===== config.mk =====
export PLATFORM = sky130hd
export DESIGN_NAME = bram_read_arbiter_flat
export DESIGN_NICKNAME = d
export VERILOG_FILES = /design/src/rtl/bram_read_arbiter_if.sv /design/src/rtl/bram_read_arbiter.sv /design/src/flat_wrapper.sv
export SDC_FILE = /design/constraint.sdc
export NUM_CORES = 1
export LEC_CHECK = 0
export BUFFER_PORTS_ARGS = -buffer_cell sky130_fd_sc_hd__buf_2
export CORE_ASPECT_RATIO = 0.5
export CORE_MARGIN = 1
export CORE_UTILIZATION = 47
export DETAILED_ROUTE_END_ITERATION = 10
export GPL_TIMING_DRIVEN = 0
export HOLD_SLACK_MARGIN = 0.05
export PLACE_DENSITY = 0.85
export RECOVER_POWER = 25
export SLEW_MARGIN = 25
export SYNTH_ARGS = -nofsm -noshare
export SYNTH_HDL_FRONTEND = slang
export SYNTH_SLANG_ARGS = --single-unit

===== constraint.sdc =====
create_clock -name clk -period 2.1 [get_ports clk]
set_input_delay 0 -clock clk [delete_from_list [all_inputs] [get_ports clk]]
set_output_delay 0 -clock clk [all_outputs]
set_load 0.01 [all_outputs]

===== src/rtl/bram_read_arbiter_if.sv =====
// bram_read_arbiter_if: requester-side and BRAM-side signals of the shared read port.
// slave is the arbiter's view; master is the requesters/BRAM view.
interface bram_read_arbiter_if #(
  parameter int NUM_REQ = 4,
  parameter int DATA_WIDTH = 8,
  parameter int LOG_MAX_ADDRESS = 16
);
  logic [NUM_REQ-1:0] req_in;
  logic [NUM_REQ*LOG_MAX_ADDRESS-1:0] addr_in;
  logic [NUM_REQ-1:0] grant_out;
  logic bram_en;
  logic [LOG_MAX_ADDRESS-1:0] bram_addr;
  logic [DATA_WIDTH-1:0] bram_data;
  logic [NUM_REQ-1:0] valid_out;
  logic [DATA_WIDTH-1:0] data_out;
  modport master (
    output req_in, addr_in, bram_data,
    input grant_out, bram_en, bram_addr, valid_out, data_out
  );
  modport slave (
    input req_in, addr_in, bram_data,
    output grant_out, bram_en, bram_addr, valid_out, data_out
  );
endinterface


===== src/rtl/bram_read_arbiter.sv =====
// bram_read_arbiter: shares one BRAM read port among NUM_REQ requesters and routes each return to its issuer.
// Define BRAM_ARB_ROUND_ROBIN_EN for round-robin grant; otherwise lowest-index fixed priority.
module bram_read_arbiter #(
  parameter int NUM_REQ = 4,
  parameter int LOG_NUM_REQ = 2,
  parameter int DATA_WIDTH = 8,
  parameter int LOG_MAX_ADDRESS = 16,
  parameter int BRAM_LATENCY = 1
) (
  input logic clk,
  input logic rst,
  bram_read_arbiter_if.slave bus
);
  logic [NUM_REQ-1:0] req;
  logic [NUM_REQ-1:0] grant;
  logic any_grant;
  logic [LOG_NUM_REQ-1:0] win;
  logic [LOG_MAX_ADDRESS-1:0] bram_addr_q, bram_addr_d;
  logic [BRAM_LATENCY:0] tag_v_q, tag_v_d;
  logic [LOG_NUM_REQ-1:0] tag_id_q [BRAM_LATENCY+1];
  logic [LOG_NUM_REQ-1:0] tag_id_d [BRAM_LATENCY+1];
  logic [NUM_REQ-1:0] valid_out_q, valid_out_d;
  logic [DATA_WIDTH-1:0] data_out_q, data_out_d;
  assign req = rst ? bus.req_in : '0;
`ifdef BRAM_ARB_ROUND_ROBIN_EN
  logic [LOG_NUM_REQ-1:0] last_grant_q, last_grant_d;
  logic [LOG_NUM_REQ-1:0] cand;
  always_comb begin
    any_grant = 1'b0;
    win = '0;
    cand = '0;
    for (int k = 1; k <= NUM_REQ; k++) begin
      cand = LOG_NUM_REQ'((int'(last_grant_q) + k) % NUM_REQ);
      if (!any_grant && req[cand]) begin
        any_grant = 1'b1;
        win = cand;
      end
    end
    last_grant_d = any_grant ? win : last_grant_q;
  end
  always_ff @(posedge clk or negedge rst)
    if (!rst) last_grant_q <= LOG_NUM_REQ'(NUM_REQ - 1);
    else last_grant_q <= last_grant_d;
`else
  always_comb begin
    any_grant = 1'b0;
    win = '0;
    for (int k = NUM_REQ - 1; k >= 0; k--)
      if (req[k]) begin
        any_grant = 1'b1;
        win = LOG_NUM_REQ'(k);
      end
  end
`endif
  assign grant = any_grant ? NUM_REQ'(1) << win : '0;
  // Stage 0 of the tag pipe coincides with bram_en; the last stage lines up with bram_data.
  always_comb begin
    tag_v_d = {tag_v_q[BRAM_LATENCY-1:0], any_grant};
    tag_id_d[0] = win;
    for (int s = 1; s <= BRAM_LATENCY; s++) tag_id_d[s] = tag_id_q[s-1];
    bram_addr_d = any_grant ? bus.addr_in[win*LOG_MAX_ADDRESS +: LOG_MAX_ADDRESS] : bram_addr_q;
    valid_out_d = tag_v_q[BRAM_LATENCY] ? NUM_REQ'(1) << tag_id_q[BRAM_LATENCY] : '0;
    data_out_d = tag_v_q[BRAM_LATENCY] ? bus.bram_data : data_out_q;
  end
  always_ff @(posedge clk or negedge rst)
    if (!rst) begin
      tag_v_q <= '0;
      tag_id_q <= '{default: '0};
      bram_addr_q <= '0;
      valid_out_q <= '0;
      data_out_q <= '0;
    end else begin
      tag_v_q <= tag_v_d;
      tag_id_q <= tag_id_d;
      bram_addr_q <= bram_addr_d;
      valid_out_q <= valid_out_d;
      data_out_q <= data_out_d;
    end
  assign bus.grant_out = grant;
  assign bus.bram_en = tag_v_q[0];
  assign bus.bram_addr = bram_addr_q;
  assign bus.valid_out = valid_out_q;
  assign bus.data_out = data_out_q;
endmodule


===== src/flat_wrapper.sv =====
// flat-port wrapper written by rule: the top's interface ports become plain ports
module bram_read_arbiter_flat 
#(
  parameter int NUM_REQ = 4,
  parameter int LOG_NUM_REQ = 2,
  parameter int DATA_WIDTH = 8,
  parameter int LOG_MAX_ADDRESS = 16,
  parameter int BRAM_LATENCY = 1
)
  (clk, rst, bus_req_in, bus_addr_in, bus_bram_data, bus_grant_out, bus_bram_en, bus_bram_addr, bus_valid_out, bus_data_out);
  bram_read_arbiter_if #(.NUM_REQ(NUM_REQ), .DATA_WIDTH(DATA_WIDTH), .LOG_MAX_ADDRESS(LOG_MAX_ADDRESS)) bus_i ();
  input logic clk;
  input logic rst;
  input wire logic [$bits(bus_i.req_in)-1:0] bus_req_in;
  input wire logic [$bits(bus_i.addr_in)-1:0] bus_addr_in;
  input wire logic [$bits(bus_i.bram_data)-1:0] bus_bram_data;
  output wire logic [$bits(bus_i.grant_out)-1:0] bus_grant_out;
  output wire logic [$bits(bus_i.bram_en)-1:0] bus_bram_en;
  output wire logic [$bits(bus_i.bram_addr)-1:0] bus_bram_addr;
  output wire logic [$bits(bus_i.valid_out)-1:0] bus_valid_out;
  output wire logic [$bits(bus_i.data_out)-1:0] bus_data_out;
  assign bus_i.req_in = bus_req_in;
  assign bus_i.addr_in = bus_addr_in;
  assign bus_i.bram_data = bus_bram_data;
  assign bus_grant_out = bus_i.grant_out;
  assign bus_bram_en = bus_i.bram_en;
  assign bus_bram_addr = bus_i.bram_addr;
  assign bus_valid_out = bus_i.valid_out;
  assign bus_data_out = bus_i.data_out;
  bram_read_arbiter #(.NUM_REQ(NUM_REQ), .LOG_NUM_REQ(LOG_NUM_REQ), .DATA_WIDTH(DATA_WIDTH), .LOG_MAX_ADDRESS(LOG_MAX_ADDRESS), .BRAM_LATENCY(BRAM_LATENCY)) u_core (.clk(clk), .rst(rst), .bus(bus_i));
endmodule

---- Yosys cells after proc, flatten, opt, wreduce, memory -nomap -nowiden ----
Cells that the tools add are included.
operators by class
  add/sub/neg operators ................... 0
  multipliers ............................. 0
  div/mod/pow operators ................... 0
  magnitude comparators ................... 0
  equality and inequality tests ........... 0
  shift operators ......................... 3
  multiplexer cells ....................... 11
  bitwise operators ....................... 0
  reduce and logical (&&, ||, !) cells .... 0
operators with widths
  kind                                              count
  indexed part select 64 x 7 -> 16 bit              1
  two-way mux 4 bit                                 3
  two-way mux 2 bit                                 4
  left shift 1 x 2 -> 4 bit (first input constant)  2
  two-way mux 1 bit                                 4
storage, ports and cells
  register bits ........................... 34
  bits in latches ......................... 0
  RAM bits ................................ 0
  bits in read-only memories .............. 0
  memories ................................ 0

---- Depth between registers and ports, before layout ----
  depth after elaboration ................. 7
  gate-level depth with buffers ........... 7
  mapped depth without buffers ............ 4

---- Least setup slack after synthesis ----
OpenSTA, ideal clock, no wires.
  kind .................................... reg-to-reg
  start ................................... register u_core.tag_v_q[1]
  end ..................................... register u_core.data_out_q[0], in the netlist u_core.bus.data_out[0]
  arrival ................................. 0.998 ns
  slack ................................... 0.977 ns
  cell stages (with the launch flop) ...... 3
  clock period less this slack ............ 1.123 ns
  cells stage by stage .................... dfrtp_1 buf_1 mux2_2
RTL lines
  item                    line                     source
  from (decl)             bram_read_arbiter.sv:19  logic [BRAM_LATENCY:0] tag_v_q, tag_v_d;
  from (signal assigned)  bram_read_arbiter.sv:73  tag_v_q <= tag_v_d;
  to (signal assigned)    bram_read_arbiter.sv:77  data_out_q <= data_out_d;
  to (decl)               bram_read_arbiter.sv:23  logic [DATA_WIDTH-1:0] data_out_q, data_out_d;
No word-level cell between the ends.

---- Worst setup path after layout ----
  start ................................... input port rst
  end ..................................... register u_core.bram_addr_q[4], in the netlist u_core.bus.bram_addr[4]
on the way
  word-level cells in the longest chain between the ends .. 6
RTL lines
  item                                  line                     source
  from (decl)                           flat_wrapper.sv:13       input logic rst;
  two-way mux 4 bit *                   bram_read_arbiter.sv:24  assign req = rst ? bus.req_in : '0;
  two-way mux 2 bit (4 in a row)        bram_read_arbiter.sv:49  if (req[k]) begin
  indexed part select 64 x 7 -> 16 bit  bram_read_arbiter.sv:61  bram_addr_d = any_grant ? bus.addr_in[win*LOG_MAX_ADDRESS +: LOG_MAX_ADDRESS] : bram_addr_q;
  to (signal assigned)                  bram_read_arbiter.sv:75  bram_addr_q <= bram_addr_d;
  to (decl)                             bram_read_arbiter.sv:18  logic [LOG_MAX_ADDRESS-1:0] bram_addr_q, bram_addr_d;
Every way passes the cells marked *; elsewhere a longest branch is shown, timed or not.
A chain may end at the register's enable or synchronous reset.

==> results_dict.tcl <==
set metrics [dict create \
    path_cells "dlygate4sd3_1 > buf_2 > buf_4 > nand2b_4 > buf_6 > nor3_4 > a22oi_1 > nand2_1 > dlygate4sd3_1" \
    post_drt_wl_per_cell_um 14.90 \
    synthTopCellsByArea "dfrtp_1, a41oi_2, o2bb2ai_2" \
    cts.clk_slew.worst_paths_ns 0.08 \
    yosys.area.top_type_share_pct 44.16 \
    drv_cap 0 \
    path_buf_inv 5 \
    max-clock-path-buffers 2 \
    ys_warn_count 0 \
    arrival_ns 2.08 \
    routed_wl_um 5557 \
    slowest_stage "dlygate4sd3_1" \
    yosysTopAreaCell "dfrtp_1" \
    h-tree-depth 2 \
    die_y_um 47.28 \
    cp_max_fo 10 \
    postRouteAntennaNets 0 \
    cp-end-kind "flip-flop" \
    hold_violations 0 \
    final_common_cell "buf_2" \
    grt_usage_pct 25.08 \
    top_layer "met4" \
    n_antenna_cell 0 \
    antenna_found_initial 0 \
    fin_util_pct 76.21 \
    area_growth_pct 55.19 \
    dpl.hpwl_um 3795 \
    fin_crit_ns 1.860 \
    drt-initial-drc-count 148 \
    grt_pass1_wl_um 8176 \
    critPathLaunchType "input pin" \
    portBuffers 109 \
    slew_headroom_pct 4.041 \
    violations "design-rule violations" \
    syn_avg_cell_area_um2 11.33 \
    wl_met3_um 303 \
    io_pins 111 \
    firstDrtPassIters 7 \
    synth.distinct_cells 30 \
    power_density_nw_per_um2 651.6 \
    gp_congestion 0.7939 \
    grt_max_degree 35 \
    cts_sinks 34 \
    vias 1924 \
    crit_type "input pin to flip-flop" \
    clockRootBuffer "clkbuf_8" \
    fmax_mhz 537.8 \
    layout.nets 396 \
    fin_ws_ns 0.2404 \
    dp_slack_ns 0.07867 \
    mostFrequentLayoutCells "buf_2, nand2_1, dfrtp_1" \
    crit_top_cell "dlygate4sd3_1" \
    leakage_nw 1.374 \
    dieArea_um2 4375 \
    setup_violations 0 \
    syn-cell-area_um2 1927 \
    core_area_um2 3924 \
    seq_area_frac_synth_pct 44.16 \
    cts_tree "built" \
    tightestPinTransition_ns 1.437 \
    grt_pass1_vias 1807 \
    crit_family "buffers and inverters" \
    dr_wl_met2_um 2878 \
    synth-seq-cells 34 \
    start_util_pct 49.11 \
    hold_ws_ns 0.07378 \
    synth_cells 170 \
    peakVddDrop_uv 465.4 \
    layout-drive-gt1-share_pct 56.11 \
    status "complete, but fails checks" \
    drcViolationCount 2 \
    placementRows 16 \
    setup_tns_ns 0 \
    crit_path_max_incr_delay_ns 0.55 \
    viasPerCell 5.158 \
    timing.final.max_slew_violations 0 \
    rsz0062_at_grt "false" \
    hold_path.class "input pin to flip-flop" \
    syn-num-nets 248 \
    stdcell_area_um2 2990 \
    period_share_pct 88.55 \
    place_area_um2 2540 \
    die_w_um 92.55 \
    cts_made_buffers 5 \
    clock_skew_ns 0.001537 \
    cp.required_ns 2.33 \
    clk_latency_ns 0.28 \
    m1WireLength_um 2267 \
    gr-total-overflow 0 \
]
metal layers:
| layer | up-vias | track usage (%) |
|---|---|---|
| met5 | - | 0 |
| met4 | 0 | 9.375 |
| met3 | 10 | 6.634 |
| met2 | 70 | 45.93 |
| met1 | 929 | 29.88 |
| li1 | 915 | - |
Yosys cell counts:
master / n
nor3b_1: 1
mux2_2: 8
o41ai_2: 1
nor3_4: 2
nand2b_4: 2
nor2_2: 9
nand2_1: 35
a41oi_2: 12
inv_1: 1
clkbuf_1: 2
dfrtp_1: 34
buf_2: 1
o21ai_1: 2
and3_1: 1
and2_1: 1
o21ai_0: 14
buf_6: 5
nor2_1: 8
buf_1: 1
inv_2: 3
a22oi_1: 4
nor3_2: 1
and3b_1: 1
a41oi_1: 2
o2bb2ai_1: 4
o2bb2ai_2: 10
nor3b_2: 1
buf_4: 1
nor3_1: 1
a21oi_4: 2
cell families (layout without fill, tap and decap cells):
family | Yosys count | count (layout) | synth area share, %
and+or+nand+nor | 63 | 63 | 17.34
buffers and inverters | 14 | 163 | 4.934
DFF | 34 | 34 | 44.16
muxes | 8 | 8 | 4.676
AOI/OAI and AO/OA | 51 | 51 | 28.90
metrics by stage:
step	total power [mW]	cells
final	1.949	373
after global routing	2.043	373
after CTS	1.946	369
after detailed placement	1.179	333
after global placement	1.162	333
after floorplan	0.9890	170
power by group:
| part | total [mW] | internal [mW] | switching, mW |
|---|---|---|---|
| Clock | 0.729 | 0.476 | 0.254 |
| Combinational | 0.463 | 0.236 | 0.227 |
| Sequential | 0.757 | 0.720 | 0.0368 |
sequential cells by signal (all words and copies together), names as in the netlist:
register,count
u_core.tag_v_q,2
u_core.bus.data_out,8
u_core.tag_id_d,2
u_core.bus.valid_out,4
u_core.tag_id_q,2
u_core.bus.bram_addr,16
cell type report:
type,count,area [µm²]
multi-input cells,122,980.9
plain buffers,10,80.08
clock inverters,3,68.82
repair buffers,141,858.3
inverters,4,15.01
clock buffers,5,68.82
flip-flops and latches,34,850.8
well taps,54,67.56
fillers,262,933.4
worst reg2reg max path: cells and delay by family (launching register included):
kind / cells / cell delay (ns)
flops: 1 / 0.40
buf+inv: 1 / 0.56
simple gates: 1 / 0.07
compound gates: 1 / 0.18
what timing repair did:
action,CTS,global route
setup buffers,0,4
setup endpoints to repair,0,2
endpoints found under the hold margin,58,0
resized for setup,0,0
hold buffers,28,0
path summary, 6_finish.rpt:
path                                               from                  endpoint  slack, ns  cells after the start
worst max register to register  u_core.bus.bram_addr[4]   u_core.bus.bram_addr[4]       0.78                      3
worst max-delay path                                rst   u_core.bus.bram_addr[4]       0.24                      9
max in group asynchronous                           rst  u_core.bus.bram_addr[12]       0.49                      3
worst min register to register       u_core.tag_id_d[0]        u_core.tag_id_q[0]       0.36                      0
min in group asynchronous                           rst  u_core.bus.bram_addr[11]       0.78                      3
worst min-delay path                    bus_addr_in[14]  u_core.bus.bram_addr[14]       0.07                      3
No activity file was read; power rests on OpenSTA's default activity.
